File: config.mk
export PLATFORM = sky130hd
export DESIGN_NAME = rd_burst_requester
export DESIGN_NICKNAME = d
export VERILOG_FILES = /design/src/rtl/rd_burst_requester_pkg.sv /design/src/rtl/rd_burst_requester_resp_fifo.sv /design/src/rtl/rd_burst_requester.sv
export SDC_FILE = /design/constraint.sdc
export NUM_CORES = 1
export LEC_CHECK = 0
export BUFFER_PORTS_ARGS = -buffer_cell sky130_fd_sc_hd__buf_2
export CORE_UTILIZATION = 30
export CTS_CLUSTER_DIAMETER = 40
export DETAILED_ROUTE_END_ITERATION = 10
export SETUP_SLACK_MARGIN = 0.05
export SLEW_MARGIN = 10
export SYNTH_ARGS = -nofsm -noshare
export SYNTH_HDL_FRONTEND = slang
export SYNTH_SLANG_ARGS = --single-unit
File: constraint.sdc
create_clock -name clock -period 6 [get_ports clock]
set_clock_uncertainty 0.2 [all_clocks]
set_input_delay 0 -clock clock [delete_from_list [all_inputs] [get_ports clock]]
set_output_delay 0 -clock clock [all_outputs]
set_load 0.02 [all_outputs]
File: src/rtl/rd_burst_requester_pkg.sv
// -----------------------------------------------------------------------------
// rd_burst_requester_pkg
// Shared definitions for the burst read requester: FSM state encoding and
// default widths/limits used by the top and its response FIFO.
// -----------------------------------------------------------------------------
package rd_burst_requester_pkg;

  typedef enum logic [1:0] {
    ST_IDLE = 2'd0,
    ST_REQ  = 2'd1,
    ST_DONE = 2'd2,
    ST_ERR  = 2'd3
  } state_e;

  localparam int DEF_ADDR_W     = 4;
  localparam int DEF_DATA_W     = 4;
  localparam int DEF_LEN_W      = 4;
  localparam int DEF_TIMEOUT    = 15;
  localparam int DEF_FIFO_DEPTH = 2;

  // Wide enough for the largest legal TIMEOUT (255).
  localparam int WAIT_W = 8;

endpackage

File: src/rtl/rd_burst_requester_resp_fifo.sv
// -----------------------------------------------------------------------------
// rd_burst_requester_resp_fifo
// Small synchronous FIFO buffering read responses toward the consumer.
//
// Ports:
//   clock        rising-edge clock
//   reset        synchronous active-high flush (empties the FIFO)
//   i_push       write request; ignored when full
//   i_push_data  data written on push
//   o_full       registered count equals FIFO_DEPTH
//   i_pop        read request; ignored when empty
//   o_head       oldest entry, forced to zero while empty
//   o_empty      registered count is zero
// -----------------------------------------------------------------------------
module rd_burst_requester_resp_fifo #(
  parameter int DATA_W     = 4,
  parameter int FIFO_DEPTH = 2
) (
  input  logic              clock,
  input  logic              reset,
  input  logic              i_push,
  input  logic [DATA_W-1:0] i_push_data,
  output logic              o_full,
  input  logic              i_pop,
  output logic [DATA_W-1:0] o_head,
  output logic              o_empty
);

  localparam int PTR_W = (FIFO_DEPTH > 1) ? $clog2(FIFO_DEPTH) : 1;
  localparam int CNT_W = PTR_W + 1;

  logic [DATA_W-1:0] r_mem [FIFO_DEPTH];
  logic [PTR_W-1:0]  r_wr_ptr;
  logic [PTR_W-1:0]  r_rd_ptr;
  logic [CNT_W-1:0]  r_count;

  logic w_do_push;
  logic w_do_pop;

  assign o_full    = (r_count == CNT_W'(FIFO_DEPTH));
  assign o_empty   = (r_count == '0);
  assign w_do_push = i_push && !o_full;
  assign w_do_pop  = i_pop && !o_empty;

  // Zero while empty so the head reads 0 out of reset without resetting storage.
  assign o_head = o_empty ? '0 : r_mem[r_rd_ptr];

  // Pointers wrap naturally because FIFO_DEPTH is a power of two.
  always_ff @(posedge clock) begin
    if (reset) begin
      r_wr_ptr <= '0;
      r_rd_ptr <= '0;
      r_count  <= '0;
    end else begin
      if (w_do_push) r_wr_ptr <= r_wr_ptr + PTR_W'(1);
      if (w_do_pop)  r_rd_ptr <= r_rd_ptr + PTR_W'(1);
      case ({w_do_push, w_do_pop})
        2'b10:   r_count <= r_count + CNT_W'(1);
        2'b01:   r_count <= r_count - CNT_W'(1);
        default: r_count <= r_count;
      endcase
    end
  end

  // NOTE: storage is deliberately not reset; validity is tracked by the
  // pointers and count, so clearing the array would only add reset fan-out.
  always_ff @(posedge clock) begin
    if (w_do_push) r_mem[r_wr_ptr] <= i_push_data;
  end

endmodule

File: src/rtl/rd_burst_requester.sv
// -----------------------------------------------------------------------------
// rd_burst_requester
// Issues a burst of single-beat reads from a programmed base address toward a
// valid/ready responder, buffers returned data in a response FIFO, and aborts
// with a sticky timeout flag if the responder stalls too long.
//
// Ports:
//   clock, reset            rising-edge clock, synchronous active-high reset
//   start, base_addr, len   burst launch (ignored while busy)
//   valid, addr             request toward responder
//   ready, rdata            responder accept and returned data
//   resp_valid, resp_data   FIFO head toward consumer
//   resp_ready              consumer pop
//   busy, done, timeout     status: not idle / end-of-burst pulse / sticky abort
// -----------------------------------------------------------------------------
module rd_burst_requester
  import rd_burst_requester_pkg::*;
#(
  parameter int ADDR_W     = DEF_ADDR_W,
  parameter int DATA_W     = DEF_DATA_W,
  parameter int LEN_W      = DEF_LEN_W,
  parameter int TIMEOUT    = DEF_TIMEOUT,
  parameter int FIFO_DEPTH = DEF_FIFO_DEPTH
) (
  input  logic              clock,
  input  logic              reset,
  input  logic              start,
  input  logic [ADDR_W-1:0] base_addr,
  input  logic [LEN_W-1:0]  len,
  output logic              valid,
  output logic [ADDR_W-1:0] addr,
  input  logic              ready,
  input  logic [DATA_W-1:0] rdata,
  output logic              resp_valid,
  output logic [DATA_W-1:0] resp_data,
  input  logic              resp_ready,
  output logic              busy,
  output logic              done,
  output logic              timeout
);

  state_e             r_state;
  state_e             w_next_state;
  logic [ADDR_W-1:0]  r_cur_addr;
  logic [LEN_W-1:0]   r_remaining;
  logic [WAIT_W-1:0]  r_wait;
  logic               r_timeout;

  logic               w_valid;
  logic               w_handshake;
  logic               w_fifo_full;
  logic               w_fifo_empty;

  assign w_handshake = w_valid && ready;

  // NOTE: every output of this block gets a default before the case so that
  // no path leaves a signal unassigned, which would infer a latch.
  always_comb begin
    w_next_state = r_state;
    w_valid      = 1'b0;
    case (r_state)
      ST_IDLE: begin
        if (start) w_next_state = (len == '0) ? ST_DONE : ST_REQ;
      end
      ST_REQ: begin
        // Registered fullness only: a same-cycle pop cannot raise valid,
        // so there is no combinational path from resp_ready to valid.
        w_valid = !w_fifo_full;
        if (w_handshake) begin
          if (r_remaining == LEN_W'(1)) w_next_state = ST_DONE;
        end else if (w_valid && (r_wait == WAIT_W'(TIMEOUT - 1))) begin
          // This stalled cycle is the TIMEOUT-th one.
          w_next_state = ST_ERR;
        end
      end
      ST_ERR:  w_next_state = ST_DONE;
      ST_DONE: w_next_state = ST_IDLE;
      default: w_next_state = ST_IDLE;
    endcase
  end

  // NOTE: sequential state uses non-blocking assignments so all registers
  // update together from pre-edge values regardless of statement order.
  always_ff @(posedge clock) begin
    if (reset) r_state <= ST_IDLE;
    else       r_state <= w_next_state;
  end

  always_ff @(posedge clock) begin
    if (reset) begin
      r_cur_addr  <= '0;
      r_remaining <= '0;
      r_wait      <= '0;
      r_timeout   <= 1'b0;
    end else begin
      case (r_state)
        ST_IDLE: begin
          if (start) begin
            r_cur_addr  <= base_addr;
            r_remaining <= len;
            r_wait      <= '0;
            r_timeout   <= 1'b0;
          end
        end
        ST_REQ: begin
          if (w_handshake) begin
            r_cur_addr  <= r_cur_addr + ADDR_W'(1);
            r_remaining <= r_remaining - LEN_W'(1);
            r_wait      <= '0;
          end else if (w_valid) begin
            r_wait <= r_wait + WAIT_W'(1);
          end
          // valid low because the FIFO is full: the wait counter holds.
        end
        ST_ERR:  r_timeout <= 1'b1;
        default: ;
      endcase
    end
  end

  rd_burst_requester_resp_fifo #(
    .DATA_W     (DATA_W),
    .FIFO_DEPTH (FIFO_DEPTH)
  ) u_resp_fifo (
    .clock       (clock),
    .reset       (reset),
    .i_push      (w_handshake),
    .i_push_data (rdata),
    .o_full      (w_fifo_full),
    .i_pop       (resp_ready),
    .o_head      (resp_data),
    .o_empty     (w_fifo_empty)
  );

  assign valid      = w_valid;
  assign addr       = r_cur_addr;
  assign resp_valid = !w_fifo_empty;
  assign busy       = (r_state != ST_IDLE);
  assign done       = (r_state == ST_DONE);
  assign timeout    = r_timeout;

endmodule

Yosys cells after proc, flatten, opt, wreduce, memory -nomap -nowiden. Memory sizes are Yosys's and may differ from the RTL's. A register that Yosys moved wholly into a read port is not among the register bits. Index checks and enable logic that the tools add are counted.

$add $sub $neg: 7. Multiply operators: 0. Divide/modulo/power cells: 0. $lt $le $gt $ge: 0. Eq/ne operators: 13. Shift-type cells: 0. Mux-type cells: 25. Bitwise operators: 0. Reductions and logical operators: 17.

Operators by type and width (number): two-way mux 8 bit (3); two-way mux 4 bit (5); one-hot mux 4 bit (2 select lines) (2); one-hot mux 8 bit (2 select lines) (1); two-way mux 2 bit (5); AND reduction 3 bit (3); adder 8 x 1 -> 8 bit, second input constant (1); == test 2 bit, second input constant (4); == test 8 x 4 -> 1 bit, second input constant (1); one-hot mux 2 bit (4 select lines) (1); nonzero test 2 bit (4); two-way mux 1 bit (6); inequality test 3 x 2 -> 1 bit, second input constant (2); adder 4 x 1 -> 4 bit, second input constant (1); == test 2 x 1 -> 1 bit, second input constant (2); == test 4 x 1 -> 1 bit, second input constant (1); logical AND 1 bit (4); zero test 2 bit (2); zero test 4 bit (1); one-hot mux 2 bit (2 select lines) (1); subtractor 4 x 1 -> 4 bit, second input constant (1); inequality test 3 bit, second input constant (1); adder 1 bit, second input constant (2); adder 2 x 1 -> 2 bit, second input constant (1); 6 further kinds (7).

Register bits: 23. Latch bits: 0. Bits in writable memories: 8. Memory bits (read-only): 0. Bits of input ports: 17. Output and inout bits: 13. Logic and storage cells: 71. Memories: 1.

Memories: u_resp_fifo.r_mem (depth 2, bits a word 4, read ports 1, clocked after Yosys merged registers in 1, wr ports 1, line rd_burst_requester_resp_fifo.sv:32) `logic [DATA_W-1:0] r_mem [FIFO_DEPTH];`.

Longest topological paths before layout.
Depth after elaboration: 7. Mapped depth: 9.

Cells and area by module. Synthesis repeated with hierarchy kept, for this count alone.

Cell total of the unflattened synthesis: 178. Area total of the unflattened synthesis: 1685.4 µm².

By module, submodules not included: rd_burst_requester (instances 1, cells an instance 134, area each 1161.1 µm², sequential area each 380.4 µm²); rd_burst_requester_resp_fifo (instances 1, cells an instance 44, area each 524.3 µm², sequential area each 340.3 µm²).

Worst setup path after synthesis. No wires, ideal clock.

Path kind: flip-flop to flip-flop. Start point: register r_state[0]. End point: register u_resp_fifo.r_count[1]. Setup time: 71 ps. Arrival: 1835 ps. Path slack: 3895 ps. Stages on the path, launching flop included: 9. Buffers on the path: 2. Cell sequence: dfxtp_1 > buf_2 > nor2b_1 > and3_1 > clkbuf_1 > inv_1 > ha_1 > or3_1 > a21oi_1.

Cells in the longest elaborated chain, start to end: 6. Elaborated cells on any way between the ends: 8.

Ends and longest elaborated chain: start: declaration (line rd_burst_requester.sv:42) `state_e r_state;`; start signal: assignment (line rd_burst_requester.sv:86) `else r_state <= w_next_state;`; == test 2 x 1 -> 1 bit (*) (line rd_burst_requester.sv:61) `case (r_state)`; two-way mux 1 bit (*) (line rd_burst_requester.sv:61); logical AND 1 bit (*) (line rd_burst_requester.sv:54) `assign w_handshake = w_valid && ready;`; logical AND 1 bit (*) (line rd_burst_requester_resp_fifo.sv:42) `assign w_do_push = i_push && !o_full;`; == test 2 x 1 -> 1 bit or == test 2 bit (tied branches) (line rd_burst_requester_resp_fifo.sv:57) `case ({w_do_push, w_do_pop})`; one-hot mux 2 bit (2 select lines) or nonzero test 2 bit (tied branches); end signal: assignment (line rd_burst_requester_resp_fifo.sv:58) `2'b10: r_count <= r_count + CNT_W'(1);`; end signal: assignment (line rd_burst_requester_resp_fifo.sv:59) `2'b01: r_count <= r_count - CNT_W'(1);`; end signal: assignment (line rd_burst_requester_resp_fifo.sv:60) `default: r_count <= r_count;`; end: declaration (line rd_burst_requester_resp_fifo.sv:35) `logic [CNT_W-1:0] r_count;`.

Every way passes the cells marked *; elsewhere a longest branch is shown, timed or not. A chain may end at the register's enable or synchronous reset.

Worst setup path in the final report.
Start point: register r_state[0]. End point: register r_cur_addr[3] (netlist: addr[3]).

Cells in the longest elaborated chain, start to end: 5. Elaborated cells on any way between the ends: 9.

Ends and longest elaborated chain: == test 2 x 1 -> 1 bit (line rd_burst_requester.sv:61, rd_burst_requester.sv:96); two-way mux 1 bit (line rd_burst_requester.sv:61); logical AND 1 bit (line rd_burst_requester.sv:54); inequality test 2 x 1 -> 1 bit (no line); AND reduction 3 bit (no line); end signal: assignment (line rd_burst_requester.sv:99) `r_cur_addr <= base_addr;`; end signal: assignment (line rd_burst_requester.sv:107) `r_cur_addr <= r_cur_addr + ADDR_W'(1);`; end: declaration (line rd_burst_requester.sv:44) `logic [ADDR_W-1:0] r_cur_addr;`.

Parallel ways exist; a longest one is shown, timed or not.

==> flow_summary.yaml <==
cells_and_area:
  n_fill_cell: 549
  antenna_cells: 0
  fin_nets: 248
  syn2layout_area_growth_pct: 26.50
  drive_gt1_share_pct: 16.37
clock_network:
  cts.path.max_buffers: 2
  htree_levels: 2
  cts_made_buffers: 5
  cts.sinks: 32
  tritoncts: "built"
  clkLatencyLatePin_ps: 290
  path_clk_slew_ps: 70
  cts_root_buf: "clkbuf_8"
power:
  power_density_nw_per_um2: 312.5
  p_total_mw: 0.6534
  ir_drop_v: 0.0001165
  power_leakage_nw: 0.8310
run:
  maxCapViolations: 0
synth:
  synth_mux_area_share_pct: 4.239
  synth_nets: 208
  yosysUniqueCellTypes: 47
  ys_warn_count: 0
  async_flop_share_pct: 0
  synth-compound-area-share_pct: 16.35
  synth_most_common_cell: "nor2_1"
  yosys-top-cells-area: "dfxtp_1 29%, edfxtp_1 15%, nor2_1 7.5%, ha_1 4.5%, a21oi_1 4.2%"
  synth_edf_count: 8
  synth_top_family_by_area: "simple AND/OR/NAND/NOR gates"
  ys_seq_elements: 32
  synth_area_um2: 1653
  synth_area_leader_cell: "dfxtp_1"
  synth-xor-area-share_pct: 4.769
  synth-simple-area-share_pct: 21.88
  synthAdderAreaFrac_pct: 4.542
  synth_commonest_cells: "33 x nor2_1, 24 x dfxtp_1, 14 x a21oi_1"
  synth_top_area_share_pct: 29.07
  synthCells: 185
  ys.flop_type: "dfxtp_1"
  ys_seq_area_share_pct: 43.60
  avgSynthCellArea_um2: 8.934
floorplan:
  dieArea_um2: 5810
  rows: 26
  start_util_pct: 31.75
  die_x_um: 76.23
  ioPinCount: 30
  die_h_um: 76.23
  core_area_um2: 5205
worst_setup_path:
  cp.arrival_ps: 2570
  crit_required_ps: 6030
  crit_type: "flop to flop"
  critPathCaptureType: "flop"
  worstPathCellList: "nor2b_1 -> a31oi_1 -> o211ai_1 -> o41ai_1 -> dlygate4sd3_1"
  cpPeakStageDelay_ps: 720
  crit_fanout: 20
  critPathLaunchType: "flop"
  crit_slowest_cell: "dfxtp_1"
routing:
  drt_iter0_drc: 50
  routed_wl_um: 3760
  first_pass_iters: 4
  via_per_inst: 5.017
  post-route-drc-count: 0
  dr_total_vias: 1485
  wl_per_cell_um: 12.70
  ant_nets: 0
placement:
  hpwl_um: 2616
  port_buffers: 29
  place_congestion: 0.8143
sta:
  final_hold_viol_count: 0
  fmax_ghz: 0.3944
  rsz0062_at_grt: "no"
  maxSlewHeadroom_pct: 50.34
  finalCriticalPeriod_ps: 2536
  finalSetupViolCount: 0
  finalCritPeriodShare_pct: 42.26
  drv_slew: 0
  finalSetupTns_ps: 0
  tightest_slew_ps: 741.5
run_status:
  status: "finished, final reports clean"
hold_path:
  hold_path_class: "input port to flop"
global_routing:
  grt.overflow.total: 0
  grt_start_max_net_pins: 22
  track_usage_pct: 13.98
  grt_pass1_vias: 1348
  antenna_found_initial: 0
  grt_pass1_wl_um: 6341
## cells in the final DEF, fill, tap and decap left out, types with 3 or more instances in the layout
cell type / count
inv_1: 8
clkbuf_8: 5
nand2_1: 7
o41ai_1: 3
buf_2: 29
edfxtp_1: 8
a21oi_1: 14
nor2_1: 33
o21ai_0: 7
xnor2_1: 8
nor2b_1: 3
ha_1: 6
mux2i_1: 7
nor3_1: 5
dlygate4sd3_1: 14
dfxtp_1: 24
nand3_1: 4
## worst paths after layout
| path | start | endpoint | slack (ps) | depth (start not counted) |
|---|---|---|---|---|
| setup / recovery | r_state[0]$_SDFFE_PP0P_ | addr[3]$_SDFFE_PP0P_ | 3460 | 5 |
| hold / removal | base_addr[0] | addr[0]$_SDFFE_PP0P_ | 3 | 5 |
| setup reg to reg | r_state[0]$_SDFFE_PP0P_ | addr[3]$_SDFFE_PP0P_ | 3460 | 5 |
| hold reg to reg | r_remaining[1]$_SDFFE_PP0P_ | r_remaining[1]$_SDFFE_PP0P_ | 290 | 2 |
## cell type report
class / count / area [µm²] / share of cell area (%)
Tap cell: 70 / 87.58 / 4.189
Clock buffer: 5 / 68.82 / 3.291
Clock inverter: 3 / 42.54 / 2.035
Timing Repair Buffer: 43 / 285.3 / 13.64
Inverter: 8 / 30.03 / 1.436
Multi-Input combinational cell: 135 / 855.8 / 40.93
Sequential cell: 32 / 720.7 / 34.47
## power by group
part / switching, mW / internal (mW) / total [mW]
logic: 0.0990 / 0.0741 / 0.173
clock network: 0.0837 / 0.123 / 0.207
registers: 0.0301 / 0.244 / 0.274
total: 0.213 / 0.441 / 0.653
## stage by stage
step                hold slack [ps]  setup slack [ps]  util, %  area (µm²)  cells
floorplan                    -101.1              3895        -        1653    185
global placement             -10.15              3635    35.34        1839    274
detailed placement           -5.716              3585    35.34        1839    274
CTS                           1.511              3491    40.17        2091    296
global route                  22.90              3276    40.17        2091    296
finish                        2.866              3464    40.17        2091    296
## repair_timing
action | CTS | global route
buffers inserted | 0 | 0
endpoints found under the hold margin | 22 | 0
setup endpoints to repair | 0 | 0
hold buffers | 14 | 0
gates resized for setup | 0 | 0
## worst max-delay path: cells and delay by family (launching register included)
family          cells  cell delay [ps]
flops               1              720
buf+inv             1              600
simple gates        1              100
compound gates      3              860
## per-layer routing
layer,global-route usage [%],routed length (µm),vias to the layer above
li1,-,-,749
met1,17.46,1799,704
met2,22.43,1765,26
met3,3.713,123,6
met4,6.346,72,0
met5,0,0,-
## kinds of logic after synthesis
kind of cell / after synthesis
compound gates: 41
xor+xnor: 9
fa+ha+maj: 6
buf+inv: 18
flops: 32
mux: 7
simple gates: 72
## state kept, by name, indices dropped and copies added (netlist names), named ones only
signal                count
addr                      4
r_remaining               4
r_state                   2
r_wait                    8
timeout                   1
u_resp_fifo.r_count       2
u_resp_fifo.r_mem         8
u_resp_fifo.r_rd_ptr      1
u_resp_fifo.r_wr_ptr      1
(Power assumes the default switching activity.)
